File: src/rtl/fifo_deq_upsizer_pkg.sv
// Shared definitions for the FIFO read-side width converters (upsizer and downsizer).
package fifo_deq_upsizer_pkg;

    localparam int RATIO_MIN = 2;
    localparam int RATIO_MAX = 16;

    // Lane counter width; never collapses to zero bits.
    function automatic int cnt_width(input int ratio);
        return (ratio > 2) ? $clog2(ratio) : 1;
    endfunction

endpackage

File: src/rtl/fifo_deq_upsizer_if.sv
// Beat-in / word-out handshake bundle plus flush request for the read-side upsizer.
interface fifo_deq_upsizer_if #(
    parameter int DSIZE = 8,
    parameter int RATIO = 4
);
    logic [DSIZE-1:0]       enq_bits;
    logic                   enq_valid;
    logic                   enq_ready;
    logic [DSIZE*RATIO-1:0] deq_bits;
    logic [RATIO-1:0]       deq_keep;
    logic                   deq_valid;
    logic                   deq_ready;
    logic                   flush;
    logic                   flush_ack;

    modport slave (
        input  enq_bits, enq_valid, deq_ready, flush,
        output enq_ready, deq_bits, deq_keep, deq_valid, flush_ack
    );

    modport master (
        output enq_bits, enq_valid, deq_ready, flush,
        input  enq_ready, deq_bits, deq_keep, deq_valid, flush_ack
    );
endinterface

File: src/rtl/fifo_deq_upsizer_out_reg.sv
// Output word register: loads a packed word + keep mask, holds under backpressure, drops valid on accept.
module upsize_out_reg #(
    parameter int DSIZE = 8,
    parameter int RATIO = 4
) (
    input  logic                   clk,
    input  logic                   rst_n,
    input  logic                   load,
    input  logic [DSIZE*RATIO-1:0] ld_bits,
    input  logic [RATIO-1:0]       ld_keep,
    input  logic                   deq_ready,
    output logic [DSIZE*RATIO-1:0] deq_bits,
    output logic [RATIO-1:0]       deq_keep,
    output logic                   deq_valid,
    output logic                   out_free
);

    assign out_free = !deq_valid || deq_ready;

    // Caller only raises load when out_free, so a held word is never overwritten.
    always_ff @(posedge clk or negedge rst_n) begin
        if (!rst_n) begin
            deq_bits  <= '0;
            deq_keep  <= '0;
            deq_valid <= 1'b0;
        end else if (load) begin
            deq_bits  <= ld_bits;
            deq_keep  <= ld_keep;
            deq_valid <= 1'b1;
        end else if (deq_valid && deq_ready) begin
            deq_valid <= 1'b0;
        end
    end

endmodule

File: src/rtl/fifo_deq_upsizer.sv
// Packs RATIO DSIZE-bit FIFO beats into one wide word; flush emits a partial word with a keep mask.
module fifo_deq_upsizer
    import fifo_deq_upsizer_pkg::*;
#(
    parameter int DSIZE = 8,
    parameter int RATIO = 4
) (
    input  logic                          clk,
    input  logic                          rst_n,
    fifo_deq_upsizer_if.slave             bus,
    output logic [cnt_width(RATIO)-1:0]   lane_cnt
);

    localparam int            CW   = cnt_width(RATIO);
    localparam logic [CW-1:0] LAST = CW'(RATIO - 1);

    if (RATIO < RATIO_MIN || RATIO > RATIO_MAX) begin : g_ratio_check
        $error("fifo_deq_upsizer: RATIO out of range");
    end

    logic [CW-1:0]                 cnt;
    logic [RATIO-1:0][DSIZE-1:0]   lane_q;
    logic [RATIO-1:0][DSIZE-1:0]   ld_word;
    logic [RATIO-1:0]              ld_keep;
    logic                          out_free;
    logic                          last;
    logic                          enq_fire;
    logic                          load;

    assign last          = (cnt == LAST);
    assign bus.enq_ready = out_free || !last;
    assign enq_fire      = bus.enq_valid && bus.enq_ready;
    assign bus.flush_ack = bus.flush && out_free;
    assign lane_cnt      = cnt;

    // Filled lanes come from the accumulator, the incoming beat lands in lane cnt,
    // everything above is forced to zero so stale lane contents never leak out.
    always_comb begin
        ld_word = '0;
        ld_keep = '0;
        for (int i = 0; i < RATIO; i++) begin
            if (CW'(i) < cnt) begin
                ld_word[i] = lane_q[i];
                ld_keep[i] = 1'b1;
            end else if (CW'(i) == cnt && enq_fire) begin
                ld_word[i] = bus.enq_bits;
                ld_keep[i] = 1'b1;
            end
        end
    end

    // A full word and a flush in the same cycle collapse into one emission.
    assign load = (enq_fire && last) || (bus.flush_ack && (enq_fire || cnt != '0));

    always_ff @(posedge clk or negedge rst_n) begin
        if (!rst_n) begin
            cnt    <= '0;
            lane_q <= '0;
        end else if (load || bus.flush_ack) begin
            cnt <= '0;
        end else if (enq_fire) begin
            lane_q[cnt] <= bus.enq_bits;
            cnt         <= cnt + 1'b1;
        end
    end

    upsize_out_reg #(
        .DSIZE (DSIZE),
        .RATIO (RATIO)
    ) u_out_reg (
        .clk       (clk),
        .rst_n     (rst_n),
        .load      (load),
        .ld_bits   (ld_word),
        .ld_keep   (ld_keep),
        .deq_ready (bus.deq_ready),
        .deq_bits  (bus.deq_bits),
        .deq_keep  (bus.deq_keep),
        .deq_valid (bus.deq_valid),
        .out_free  (out_free)
    );

endmodule
File: src/flat_wrapper.sv
// flat-port wrapper written by rule: the top's interface ports become plain ports
module fifo_deq_upsizer_flat import fifo_deq_upsizer_pkg::*;
#(
    parameter int DSIZE = 8,
    parameter int RATIO = 4
)
  (clk, rst_n, lane_cnt, bus_enq_bits, bus_enq_valid, bus_deq_ready, bus_flush, bus_enq_ready, bus_deq_bits, bus_deq_keep, bus_deq_valid, bus_flush_ack);
  fifo_deq_upsizer_if #(.DSIZE(DSIZE), .RATIO(RATIO)) bus_i ();
  input  logic clk;
  input  logic rst_n;
  output logic [cnt_width(RATIO)-1:0] lane_cnt;
  input wire logic [$bits(bus_i.enq_bits)-1:0] bus_enq_bits;
  input wire logic [$bits(bus_i.enq_valid)-1:0] bus_enq_valid;
  input wire logic [$bits(bus_i.deq_ready)-1:0] bus_deq_ready;
  input wire logic [$bits(bus_i.flush)-1:0] bus_flush;
  output wire logic [$bits(bus_i.enq_ready)-1:0] bus_enq_ready;
  output wire logic [$bits(bus_i.deq_bits)-1:0] bus_deq_bits;
  output wire logic [$bits(bus_i.deq_keep)-1:0] bus_deq_keep;
  output wire logic [$bits(bus_i.deq_valid)-1:0] bus_deq_valid;
  output wire logic [$bits(bus_i.flush_ack)-1:0] bus_flush_ack;
  assign bus_i.enq_bits = bus_enq_bits;
  assign bus_i.enq_valid = bus_enq_valid;
  assign bus_i.deq_ready = bus_deq_ready;
  assign bus_i.flush = bus_flush;
  assign bus_enq_ready = bus_i.enq_ready;
  assign bus_deq_bits = bus_i.deq_bits;
  assign bus_deq_keep = bus_i.deq_keep;
  assign bus_deq_valid = bus_i.deq_valid;
  assign bus_flush_ack = bus_i.flush_ack;
  fifo_deq_upsizer #(.DSIZE(DSIZE), .RATIO(RATIO)) u_core (.clk(clk), .rst_n(rst_n), .bus(bus_i), .lane_cnt(lane_cnt));
endmodule
File: config.mk
export PLATFORM = sky130hd
export DESIGN_NAME = fifo_deq_upsizer_flat
export DESIGN_NICKNAME = d
export VERILOG_FILES = /design/src/rtl/fifo_deq_upsizer_pkg.sv /design/src/rtl/fifo_deq_upsizer_if.sv /design/src/rtl/fifo_deq_upsizer_out_reg.sv /design/src/rtl/fifo_deq_upsizer.sv /design/src/flat_wrapper.sv
export SDC_FILE = /design/constraint.sdc
export NUM_CORES = 1
export LEC_CHECK = 0
export ABC_AREA = 1
export CORE_UTILIZATION = 50
export CTS_CLUSTER_SIZE = 24
export DETAILED_ROUTE_END_ITERATION = 16
export PLACE_DENSITY = 0.78
export RECOVER_POWER = 25
export SLEW_MARGIN = 20
export SYNTH_ARGS = -nofsm -noshare
export SYNTH_HDL_FRONTEND = slang
export SYNTH_SLANG_ARGS = --single-unit
File: constraint.sdc
create_clock -name clk -period 2.28 [get_ports clk]
set_input_delay 0.228 -clock clk [delete_from_list [all_inputs] [get_ports clk]]
set_output_delay 0.228 -clock clk [all_outputs]
set_load 0.01 [all_outputs]
==> flow_summary.json <==
{
  "worst_clock_skew_ps": 8.753,
  "rsz0062_at_grt": "no",
  "starting_utilization_of_the_core_area": 0.5317,
  "cellLeakagePower_uw": 0.002077,
  "core-area_sq_um": 5675,
  "synth_cell_types": 19,
  "netlist_area_sq_um": 3018,
  "max-clock-path-buffers": 2,
  "critPathCaptureType": "primary output",
  "final_net_count": 466,
  "cts_tree": "built",
  "yosysSeqAreaShare": 0.5224,
  "synth_mux_area_frac": 0,
  "grt_antenna_before_repair": 0,
  "yosys.area_share.adder": 0.02073,
  "clock_sinks": 63,
  "yosys.area_share.xor_xnor": 0,
  "post_cts.resized_instances": 0,
  "cp_num_buf_inv": 1,
  "timing.critical_path.max_delay_family": "buffers and inverters",
  "critical_path.startpoint_type": "flip-flop",
  "path_clk_slew_ps": 60,
  "tightest_slew_ps": 1448,
  "area_growth_pct": 26.37,
  "postSynthAreaPerCell_sq_um": 7.718,
  "clock_power_share": 0.262,
  "r2r.worst_path.cells": 8,
  "final_hold_viol_count": 0,
  "vias": 2752,
  "synth_warnings": 0,
  "global_route.peak_usage_layer": "met2",
  "cap_viol_max_count": 0,
  "cts.hold.buffers_added": 1,
  "routedWlPerCell_um": 13.97,
  "timing.hold.worst_path_depth": 2,
  "post_route_cells_drive_above_1_share": 0.08186,
  "ir_worst_vdd_uv": 591.0,
  "netSwitchingFraction": 0.3275,
  "cts_setup_buffers": 0,
  "detailedPlacementHpwl_um": 5077,
  "ctsHtreeMaxLevel": 3,
  "max_slew_margin": 0.03442,
  "dp_worst_setup_slack_ps": 351.5,
  "antenna_left": 0,
  "finalCritPeriodShare": 0.9410,
  "final_weighted_congestion_of_routability_driven_global_placement": 0.9306,
  "clockRootBuffer": "clkbuf_8",
  "p_int_uw": 2506,
  "setup_viol_count_final": 0,
  "p_switching_uw": 1220,
  "buffer_ports.inserted": 53,
  "global_route.usage.met2": 0.3915,
  "number_of_cts_inserted_buffers": 9,
  "number_of_nets_produced_by_synthesis": 409,
  "pin_count": 54,
  "crit_required_ps": 2050,
  "totalPowerFinal_uw": 3726,
  "timing.critical_path.slowest_stage_cell": "clkdlybuf4s50_1",
  "detailedRoute.firstPassIterationCount": 5,
  "seq_power_share": 0.442,
  "timing_worst_setup_path_type": "reg -> out",
  "crit_cells": 3,
  "fmax_ghz": 0.4661,
  "synth_simple_gate_area_frac": 0.3785,
  "power.density_cell_area_nw_per_um2": 977.0,
  "layout_min_cycle_time_ps": 2145,
  "hold-worst-slack_ps": 470.6,
  "die_height_um": 79.69,
  "critPathMaxFanout": 6,
  "grt_util_all_layers": 0.2632,
  "setup_tns_ps": 0,
  "ys_seq_elements": 63,
  "arrival_ps": 1920,
  "antennaDiodeCount": 0,
  "totalWireLength_um": 7320,
  "design.die.area_sq_um": 6351,
  "critical_path.cell_chain": "ha_1, nand3_1, clkdlybuf4s50_1",
  "cpPeakStageDelay_ps": 600,
  "worstSkewPairLatency_ps": 340,
  "hp_class": "reg -> reg",
  "synthCells": 391,
  "gr-total-overflow": 0,
  "post-route-worst-setup-slack_ps": 134.6,
  "grtUsageMet3": 0.05829,
  "placementRows": 27,
  "number_of_global_route_vias_before_repair": 2608,
  "post-route-util": 0.6720,
  "timing.final.max_slew_violations": 0,
  "die-width_um": 79.69,
  "detailedRoute.firstIterationViolations": 282,
  "run_status": "finished, final reports clean",
  "synth-compound-area-share": 0.01327,
  "dominant_combinational_cell_family_by_area_after_synthesis": "simple AND/OR/NAND/NOR gates",
  "grt_start_max_net_pins": 38,
  "pwr-share-comb": 0.296,
  "groute.layer.met1.usage": 0.3499,
  "first_pass_grt_wire_length_um": 12420,
  "remaining_drc_errors": 0,
  "detail_route.vias_per_cell": 5.252
}
[through the flow]
| step | instances | cell area [sq um] |
|---|---|---|
| 2_1_floorplan | 391 | 3018 |
| 3_3_place_gp | 508 | 3608 |
| 3_5_place_dp | 508 | 3608 |
| 4_1_cts | 524 | 3815 |
| 5_1_grt | 524 | 3814 |
| 6_report | 524 | 3814 |
[worst paths after layout]
kind	end	start	slack (ps)
max in group asynchronous	u_core.lane_q[10]$_DFFE_PN0P_	rst_n	660
hold reg to reg	u_core.u_out_reg.deq_keep[3]$_DFFE_PN0P_	u_core.u_out_reg.deq_keep[3]$_DFFE_PN0P_	470
min in group asynchronous	u_core.u_out_reg.deq_bits[26]$_DFFE_PN0P_	rst_n	750
hold / removal	u_core.u_out_reg.deq_keep[3]$_DFFE_PN0P_	u_core.u_out_reg.deq_keep[3]$_DFFE_PN0P_	470
setup reg to reg	u_core.u_out_reg.deq_bits[14]$_DFFE_PN0P_	u_core.lane_cnt[1]$_DFFE_PN0P_	300
setup / recovery	bus_enq_ready	u_core.lane_cnt[0]$_DFFE_PN0P_	130
[cells in the mapped netlist]
library cell	instances	area, sq um
nor2_1	17	63.81
nand4_1	24	150.1
nand2_4	1	11.26
nand3_1	6	30.03
inv_2	1	3.750
inv_1	18	67.56
clkinv_2	1	5.000
nand2_1	220	825.8
clkbuf_1	4	15.01
buf_2	9	45.04
buf_4	2	15.01
nand3_4	1	17.52
buf_6	4	45.04
nand2_2	4	25.02
o21ai_1	1	5.000
ha_1	5	62.56
dfrtp_1	63	1577
nor2_2	3	18.77
o21ai_0	7	35.03
[routing by layer]
metal / vias to the layer above / wire, um
met4: 0 / 318
met2: 127 / 3385
met1: 1261 / 3110
li1: 1331 / -
met5: - / 0
met3: 33 / 506
[power by group through the flow]
stage               clock network, uW  registers (uW)  logic [uW]
finish                            978            1650        1100
global route                     1040            1680        1250
CTS                               987            1640        1110
detailed placement                  0            1660        1100
global placement                    0            1650        1070
floorplan                           0            1690         556
[cell type report]
| type | count | area, sq um |
|---|---|---|
| multi-input combinational | 289 | 1245 |
| timing repair buffer | 65 | 629.4 |
| tap | 72 | 90.09 |
| clock buffer | 11 | 151.4 |
| sequential | 63 | 1577 |
| clock inverter | 4 | 45.04 |
| fill | 469 | 1862 |
| inverter | 20 | 76.32 |
[kinds of logic (layout without fill, tap and decap cells)]
family | after synthesis | after routing
AO/OA/AOI/OAI | 8 | 8
adder cells (fa/ha/maj) | 5 | 5
buffers and inverters | 39 | 100
flip-flops | 63 | 63
AND/OR/NAND/NOR | 276 | 276
[sequential cells by signal, summed over array words and instances, names as in the netlist]
register,count
u_core.lane_cnt,2
u_core.lane_q,24
u_core.u_out_reg.deq_bits,32
u_core.u_out_reg.deq_keep,4
u_core.u_out_reg.deq_valid,1
[worst reg2reg max path, stage by stage, from the launching register on]
cell	delay [ps]
dfrtp_1	400
buf_4	210
inv_1	110
ha_1	390
nand2_1	120
nand2_2	100
clkinv_2	300
nand2_1	180
nand2_1	70
[cell usage in the layout (no fill, tap or decap), types with 3 or more instances in the layout]
cell	count
clkbuf_8	11
nor2_1	17
inv_1	18
ha_1	5
nand3_1	6
nor2_2	3
clkdlybuf4s50_1	52
buf_4	10
clkinv_2	4
nand2_2	4
dfrtp_1	63
nand2_1	220
nand4_1	24
o21ai_0	7
Note: power is estimated with default switching activity, not from simulation.
